==> src/rtl/mem_wb_pkg.sv <==
// mem_wb_pkg: shared pipeline defines for the MEM/WB stage register.
// Supplies the register bus widths, the stall vector bit positions,
// the Stop/NoStop, WriteEnable/WriteDisable and RstEnable levels, the
// WB-stage state record, its bubble value and the update-action decoder.
package mem_wb_pkg;

  localparam int REG_BUS_W  = 32;
  localparam int REG_ADDR_W = 5;
  localparam int STALL_W    = 6;
  localparam int STALL_MEM  = 4;
  localparam int STALL_WB   = 5;
  localparam int CNT_W      = 32;

  localparam logic STOP          = 1'b1;
  localparam logic NO_STOP       = 1'b0;
  localparam logic WRITE_ENABLE  = 1'b1;
  localparam logic WRITE_DISABLE = 1'b0;
  localparam logic RST_ENABLE    = 1'b1;

  typedef logic [REG_BUS_W-1:0]  reg_bus_t;
  typedef logic [REG_ADDR_W-1:0] reg_addr_t;
  typedef logic [STALL_W-1:0]    stall_t;

  localparam reg_bus_t  ZERO_WORD    = '0;
  localparam reg_addr_t NOP_REG_ADDR = '0;

  // What the stage register does on the coming edge (reset handled separately).
  typedef enum logic [1:0] {
    UPD_HOLD,
    UPD_BUBBLE,
    UPD_CAPTURE
  } upd_e;

  typedef struct packed {
    reg_addr_t wd;
    logic      wreg;
    reg_bus_t  wdata;
    logic      whilo;
    reg_bus_t  hi;
    reg_bus_t  lo;
  } wb_state_t;

  localparam wb_state_t WB_BUBBLE = '{
    wd:    NOP_REG_ADDR,
    wreg:  WRITE_DISABLE,
    wdata: ZERO_WORD,
    whilo: WRITE_DISABLE,
    hi:    ZERO_WORD,
    lo:    ZERO_WORD
  };

  // Flush beats everything; a stalled MEM feeding a running WB must insert
  // a bubble so the stalled instruction is not written back twice.
  function automatic upd_e select_update(input logic flush, input stall_t stall);
    if (flush)
      return UPD_BUBBLE;
    else if (stall[STALL_MEM] == STOP && stall[STALL_WB] == NO_STOP)
      return UPD_BUBBLE;
    else if (stall[STALL_MEM] == NO_STOP)
      return UPD_CAPTURE;
    else
      return UPD_HOLD;
  endfunction

endpackage

==> src/rtl/mem_wb_if.sv <==
// mem_wb_if: MEM-side inputs and WB-side regfile / HI-LO write ports of
// the MEM/WB stage register.
//   slave  : the stage register (reads mem_*, stall, flush; drives wb_*)
//   master : the pipeline side (drives mem_*, stall, flush; reads wb_*)
interface mem_wb_if;
  import mem_wb_pkg::*;

  reg_addr_t mem_wd;
  logic      mem_wreg;
  reg_bus_t  mem_wdata;
  logic      mem_whilo;
  reg_bus_t  mem_hi;
  reg_bus_t  mem_lo;
  logic      mem_valid;
  stall_t    stall;
  logic      flush;

  reg_addr_t wb_wd;
  logic      wb_wreg;
  reg_bus_t  wb_wdata;
  logic      wb_whilo;
  reg_bus_t  wb_hi;
  reg_bus_t  wb_lo;

  modport slave (
    input  mem_wd, mem_wreg, mem_wdata, mem_whilo, mem_hi, mem_lo,
    input  mem_valid, stall, flush,
    output wb_wd, wb_wreg, wb_wdata, wb_whilo, wb_hi, wb_lo
  );

  modport master (
    output mem_wd, mem_wreg, mem_wdata, mem_whilo, mem_hi, mem_lo,
    output mem_valid, stall, flush,
    input  wb_wd, wb_wreg, wb_wdata, wb_whilo, wb_hi, wb_lo
  );

endinterface

==> src/rtl/mem_wb_retire_counter.sv <==
// retire_counter: free-running retired-instruction counter.
// Ports: clk, rst (sync, active-high), inc (count one this edge),
//        cnt (current count, wraps at all-ones).
module retire_counter
  import mem_wb_pkg::*;
(
  input  logic             clk,
  input  logic             rst,
  input  logic             inc,
  output logic [CNT_W-1:0] cnt
);

  logic [CNT_W-1:0] cnt_q;
  logic [CNT_W-1:0] cnt_d;

  // Natural modulo-2^32 add gives the required wrap without saturation.
  always_comb begin
    cnt_d = cnt_q;
    if (inc)
      cnt_d = cnt_q + 1'b1;
  end

  always_ff @(posedge clk) begin
    if (rst == RST_ENABLE)
      cnt_q <= '0;
    else
      cnt_q <= cnt_d;
  end

  assign cnt = cnt_q;

endmodule

==> src/rtl/mem_wb.sv <==
// mem_wb: MEM/WB pipeline stage register.
// Ports: clk, rst (sync, active-high), bus (mem_wb_if.slave: mem_* in,
//        stall/flush in, wb_* regfile and HI/LO write ports out),
//        retire_cnt (only when WB_RETIRE_CNT_EN is defined).
// All outputs come straight from flops, so there is no input-to-output
// combinational path and the regfile sees stable write data all cycle.
// Optional feature macro: WB_RETIRE_CNT_EN adds the retire counter.
module mem_wb
  import mem_wb_pkg::*;
(
  input  logic      clk,
  input  logic      rst,
  mem_wb_if.slave   bus
`ifdef WB_RETIRE_CNT_EN
  ,
  output logic [CNT_W-1:0] retire_cnt
`endif
);

  wb_state_t wb_q;
  wb_state_t wb_d;
  upd_e      upd;

  always_comb begin
    upd  = select_update(bus.flush, bus.stall);
    wb_d = wb_q;
    case (upd)
      UPD_BUBBLE: wb_d = WB_BUBBLE;
      UPD_CAPTURE: begin
        wb_d.wd    = bus.mem_wd;
        // Register 0 is hardwired; never let a write to it reach the regfile.
        wb_d.wreg  = (bus.mem_wd == NOP_REG_ADDR) ? WRITE_DISABLE : bus.mem_wreg;
        wb_d.wdata = bus.mem_wdata;
        wb_d.whilo = bus.mem_whilo;
        wb_d.hi    = bus.mem_hi;
        wb_d.lo    = bus.mem_lo;
      end
      default: wb_d = wb_q;
    endcase
  end

  always_ff @(posedge clk) begin
    if (rst == RST_ENABLE)
      wb_q <= WB_BUBBLE;
    else
      wb_q <= wb_d;
  end

  assign bus.wb_wd    = wb_q.wd;
  assign bus.wb_wreg  = wb_q.wreg;
  assign bus.wb_wdata = wb_q.wdata;
  assign bus.wb_whilo = wb_q.whilo;
  assign bus.wb_hi    = wb_q.hi;
  assign bus.wb_lo    = wb_q.lo;

`ifdef WB_RETIRE_CNT_EN
  logic retire_inc;

  // Captures only happen with flush low, so this already excludes flushes.
  assign retire_inc = (upd == UPD_CAPTURE) && bus.mem_valid;

  retire_counter u_retire (
    .clk (clk),
    .rst (rst),
    .inc (retire_inc),
    .cnt (retire_cnt)
  );
`endif

endmodule

==> src/flat_wrapper.sv <==
// flat-port wrapper written by rule: the top's interface ports become plain ports
module mem_wb_flat import mem_wb_pkg::*;
  (clk, rst, bus_mem_wd, bus_mem_wreg, bus_mem_wdata, bus_mem_whilo, bus_mem_hi, bus_mem_lo, bus_mem_valid, bus_stall, bus_flush, bus_wb_wd, bus_wb_wreg, bus_wb_wdata, bus_wb_whilo, bus_wb_hi, bus_wb_lo);
  mem_wb_if bus_i ();
  input  logic clk;
  input  logic rst;
  input wire logic [$bits(bus_i.mem_wd)-1:0] bus_mem_wd;
  input wire logic [$bits(bus_i.mem_wreg)-1:0] bus_mem_wreg;
  input wire logic [$bits(bus_i.mem_wdata)-1:0] bus_mem_wdata;
  input wire logic [$bits(bus_i.mem_whilo)-1:0] bus_mem_whilo;
  input wire logic [$bits(bus_i.mem_hi)-1:0] bus_mem_hi;
  input wire logic [$bits(bus_i.mem_lo)-1:0] bus_mem_lo;
  input wire logic [$bits(bus_i.mem_valid)-1:0] bus_mem_valid;
  input wire logic [$bits(bus_i.stall)-1:0] bus_stall;
  input wire logic [$bits(bus_i.flush)-1:0] bus_flush;
  output wire logic [$bits(bus_i.wb_wd)-1:0] bus_wb_wd;
  output wire logic [$bits(bus_i.wb_wreg)-1:0] bus_wb_wreg;
  output wire logic [$bits(bus_i.wb_wdata)-1:0] bus_wb_wdata;
  output wire logic [$bits(bus_i.wb_whilo)-1:0] bus_wb_whilo;
  output wire logic [$bits(bus_i.wb_hi)-1:0] bus_wb_hi;
  output wire logic [$bits(bus_i.wb_lo)-1:0] bus_wb_lo;
  assign bus_i.mem_wd = bus_mem_wd;
  assign bus_i.mem_wreg = bus_mem_wreg;
  assign bus_i.mem_wdata = bus_mem_wdata;
  assign bus_i.mem_whilo = bus_mem_whilo;
  assign bus_i.mem_hi = bus_mem_hi;
  assign bus_i.mem_lo = bus_mem_lo;
  assign bus_i.mem_valid = bus_mem_valid;
  assign bus_i.stall = bus_stall;
  assign bus_i.flush = bus_flush;
  assign bus_wb_wd = bus_i.wb_wd;
  assign bus_wb_wreg = bus_i.wb_wreg;
  assign bus_wb_wdata = bus_i.wb_wdata;
  assign bus_wb_whilo = bus_i.wb_whilo;
  assign bus_wb_hi = bus_i.wb_hi;
  assign bus_wb_lo = bus_i.wb_lo;
  mem_wb u_core (.clk(clk), .rst(rst), .bus(bus_i));
endmodule
==> config.mk <==
export PLATFORM = sky130hd
export DESIGN_NAME = mem_wb_flat
export DESIGN_NICKNAME = d
export VERILOG_FILES = /design/src/rtl/mem_wb_pkg.sv /design/src/rtl/mem_wb_if.sv /design/src/rtl/mem_wb_retire_counter.sv /design/src/rtl/mem_wb.sv /design/src/flat_wrapper.sv
export SDC_FILE = /design/constraint.sdc
export NUM_CORES = 1
export LEC_CHECK = 0
export ABC_AREA = 1
export CAP_MARGIN = 40
export CORE_MARGIN = 4
export CORE_UTILIZATION = 35
export DETAILED_ROUTE_END_ITERATION = 16
export PLACE_DENSITY = 0.73
export RECOVER_POWER = 50
export SLEW_MARGIN = 5
export SYNTH_ARGS = -nofsm -noshare
export SYNTH_HDL_FRONTEND = slang
export SYNTH_SLANG_ARGS = --single-unit
==> constraint.sdc <==
create_clock -name clk -period 1.9 [get_ports clk]
set_input_delay 0.285 -clock clk [delete_from_list [all_inputs] [get_ports clk]]
set_output_delay 0.285 -clock clk [all_outputs]
set_load 0.05 [all_outputs]
==> metrics.cfg <==
[status]
status=finished clean

[sta]
fmax_mhz=545
slew_violations=0
tns_ns=0
min_period_ns=1.83
layout_worst_path_cycle_share=0.965
slew_headroom=0.528
worst_pin_slew_ns=0.708
hold_viol_final=0
rsz0062_at_grt=no
finClkSkew_ns=0
setup_viol=0
layout_setup_ws_ns=0.0661

[worst_setup_path]
end_kind=primary output
crit_arrival_ns=1.55
path_delay_family=buffers and inverters
reg2reg_slack_ns=1.22
cp.buffers_inverters=1
crit_cells=1
r2r_start=u_core.bus.wb_lo[30]
path_max_fanout=2
critical_path_required_ns=1.62
cp-endpoint=bus_wb_hi[19]
r2r_end=u_core.bus.wb_lo[30]
crit_path_start_kind=flip-flop
critPathMaxStageDelay_ns=0.84
critPathLaunch=u_core.bus.wb_hi[19]
reg2reg_depth=2
crit_slowest_cell=clkdlybuf4s50_1
critPathKind=reg2out
path_cells=clkdlybuf4s50_1

[routing]
ant_nets=0
first_pass_iters=4
drcViolationCount=0
initialDrtViolationCount=237
drt_wl_total_mm=12.1
viasPerCell=4.89
vias=3927
wire_per_inst_um=15.1

[logic_synthesis]
ys_top_cells_by_area=dfxtp_1, a21oi_1, o21ai_1, nor2_1, buf_6
seq_area_frac_synth=0.533
netlist.area_leader.share=0.533
syn_inst=470
syn_area_sq_um=3870
ys_ff_latch=103
ys_warn_count=0
synth_cell_types=19
synthesis.nets=584
synth_top_area_cell=dfxtp_1
syn_avg_cell_area_sq_um=8.23

[floorplanning]
die-area_sq_um=12800
io_pins=216
die_w_um=113
initial_utilization=0.357
fp.dieH_um=113
core_sq_um=10800
rows=38

[clock_tree]
cts_setup_buffers=0
clk_pin_slew_ns=0.09
clockRootBuffer=clkbuf_8
numCtsBuffers=9
cts_buffer_depth=2
cts_tree=done
clock_sinks=103
clk_latency_ns=0.35
cts.htree.levels=3

[finish]
nNetsFinal=775
antenna_cells=0
fillerInstances=976
fin_area_sq_um=6140
mostFrequentLayoutCells=clkdlybuf4s50_1, nor2_1, a21oi_1, dfxtp_1, o21ai_1
drive_gt1_frac=0.0452
layout_commonest_cell=clkdlybuf4s50_1
layout.cells.non_filler=803
syn2layout_area_growth_pct=58.6

[pwr]
power_density_nw_per_um2=902
vdd_drop_max_mv=0.578
power_uw=5540
total_leakage_power_uw=0.00230

[global_route]
overflow=0
grt_max_degree=102
first_global_vias=3891
grt_pass1_wl_mm=19.2
grt_use_total=0.183
antenna_found_initial=0

[placed_design]
dp_hpwl_mm=8.60
numPortBuffers=210
gp_congestion=0.776
dp_slack_ns=-0.0424
placed_area_sq_um=6010
place_inst=790

[min_path]
hold_class=reg2reg

[run]
max-cap-violations=0

[worst min-delay path by stage]
stage | start | to | slack, ns | cells past startpoint
floorplan | rst | u_core.bus.wb_wreg | 0.35 | 1
global placement | u_core.bus.wb_wreg | u_core.bus.wb_wreg | 0.47 | 2
detailed placement | u_core.bus.wb_wreg | u_core.bus.wb_wreg | 0.47 | 2
CTS | u_core.bus.wb_wreg | u_core.bus.wb_wreg | 0.49 | 2
global route | bus_mem_lo[31] | u_core.bus.wb_lo[31] | 0.51 | 3
finish | u_core.bus.wb_wreg | u_core.bus.wb_wreg | 0.48 | 2
[kinds of logic (layout without fill, tap and decap cells)]
group,count (synthesis),count (layout),share of synthesized area
buffers and inverters,50,243,0.0886
and+or+nand+nor,111,111,0.109
adders and majority gates,1,1,0.00323
DFF,103,103,0.533
AOI/OAI and AO/OA,205,205,0.266
[layout make-up]
type | instances | area (sq um) | share of cell area
clock buffer | 12 | 165 | 0.0269
clock inverter | 1 | 5.00 | 0.000815
inverter | 5 | 21.3 | 0.00346
multi-input combinational | 317 | 1480 | 0.240
sequential | 103 | 2060 | 0.336
tap | 140 | 175 | 0.0285
timing repair buffer | 225 | 2240 | 0.364
[stage by stage]
stage / hold slack (ns) / util
2_1_floorplan: 0.347 / -
3_3_place_gp: 0.468 / 0.554
3_5_place_dp: 0.469 / 0.554
4_1_cts: 0.485 / 0.570
5_1_grt: 0.507 / 0.566
6_report: 0.479 / 0.566
[registers in the layout, indices dropped and copies added (netlist names)]
| name | cells |
|---|---|
| u_core.bus.wb_hi | 32 |
| u_core.bus.wb_lo | 32 |
| u_core.bus.wb_wdata | 32 |
| u_core.bus.wb_wd | 5 |
| u_core.bus.wb_whilo | 1 |
| u_core.bus.wb_wreg | 1 |
[power by group]
group,total (uW),switching [uW],internal (uW)
sequential,2440,94.1,2350
clock,1240,676,561
combinational,1860,1160,694
total,5540,1930,3600
[synth_stat cells]
master,instances
nor2_1,106
a21oi_1,103
dfxtp_1,103
o21ai_1,80
buf_2,22
o21ai_0,21
buf_6,10
buf_4,9
clkbuf_1,3
inv_1,3
nand2_1,2
a21oi_2,1
buf_12,1
ha_1,1
inv_2,1
inv_4,1
nand2_2,1
nand3_1,1
nor2_2,1
[per-layer routing]
| layer | up-vias | GRT usage | wire (um) |
|---|---|---|---|
| met5 | - | 0 | 0 |
| met4 | 0 | 0.0513 | 152 |
| met3 | 12 | 0.0797 | 1100 |
| met2 | 147 | 0.309 | 5910 |
| met1 | 1799 | 0.212 | 4980 |
| li1 | 1969 | - | - |
[repair_timing]
item	CTS	global route
gates resized for setup	0	1
hold buffers	0	0
setup endpoints to repair	0	1
Power figures use the tool's default switching activity.
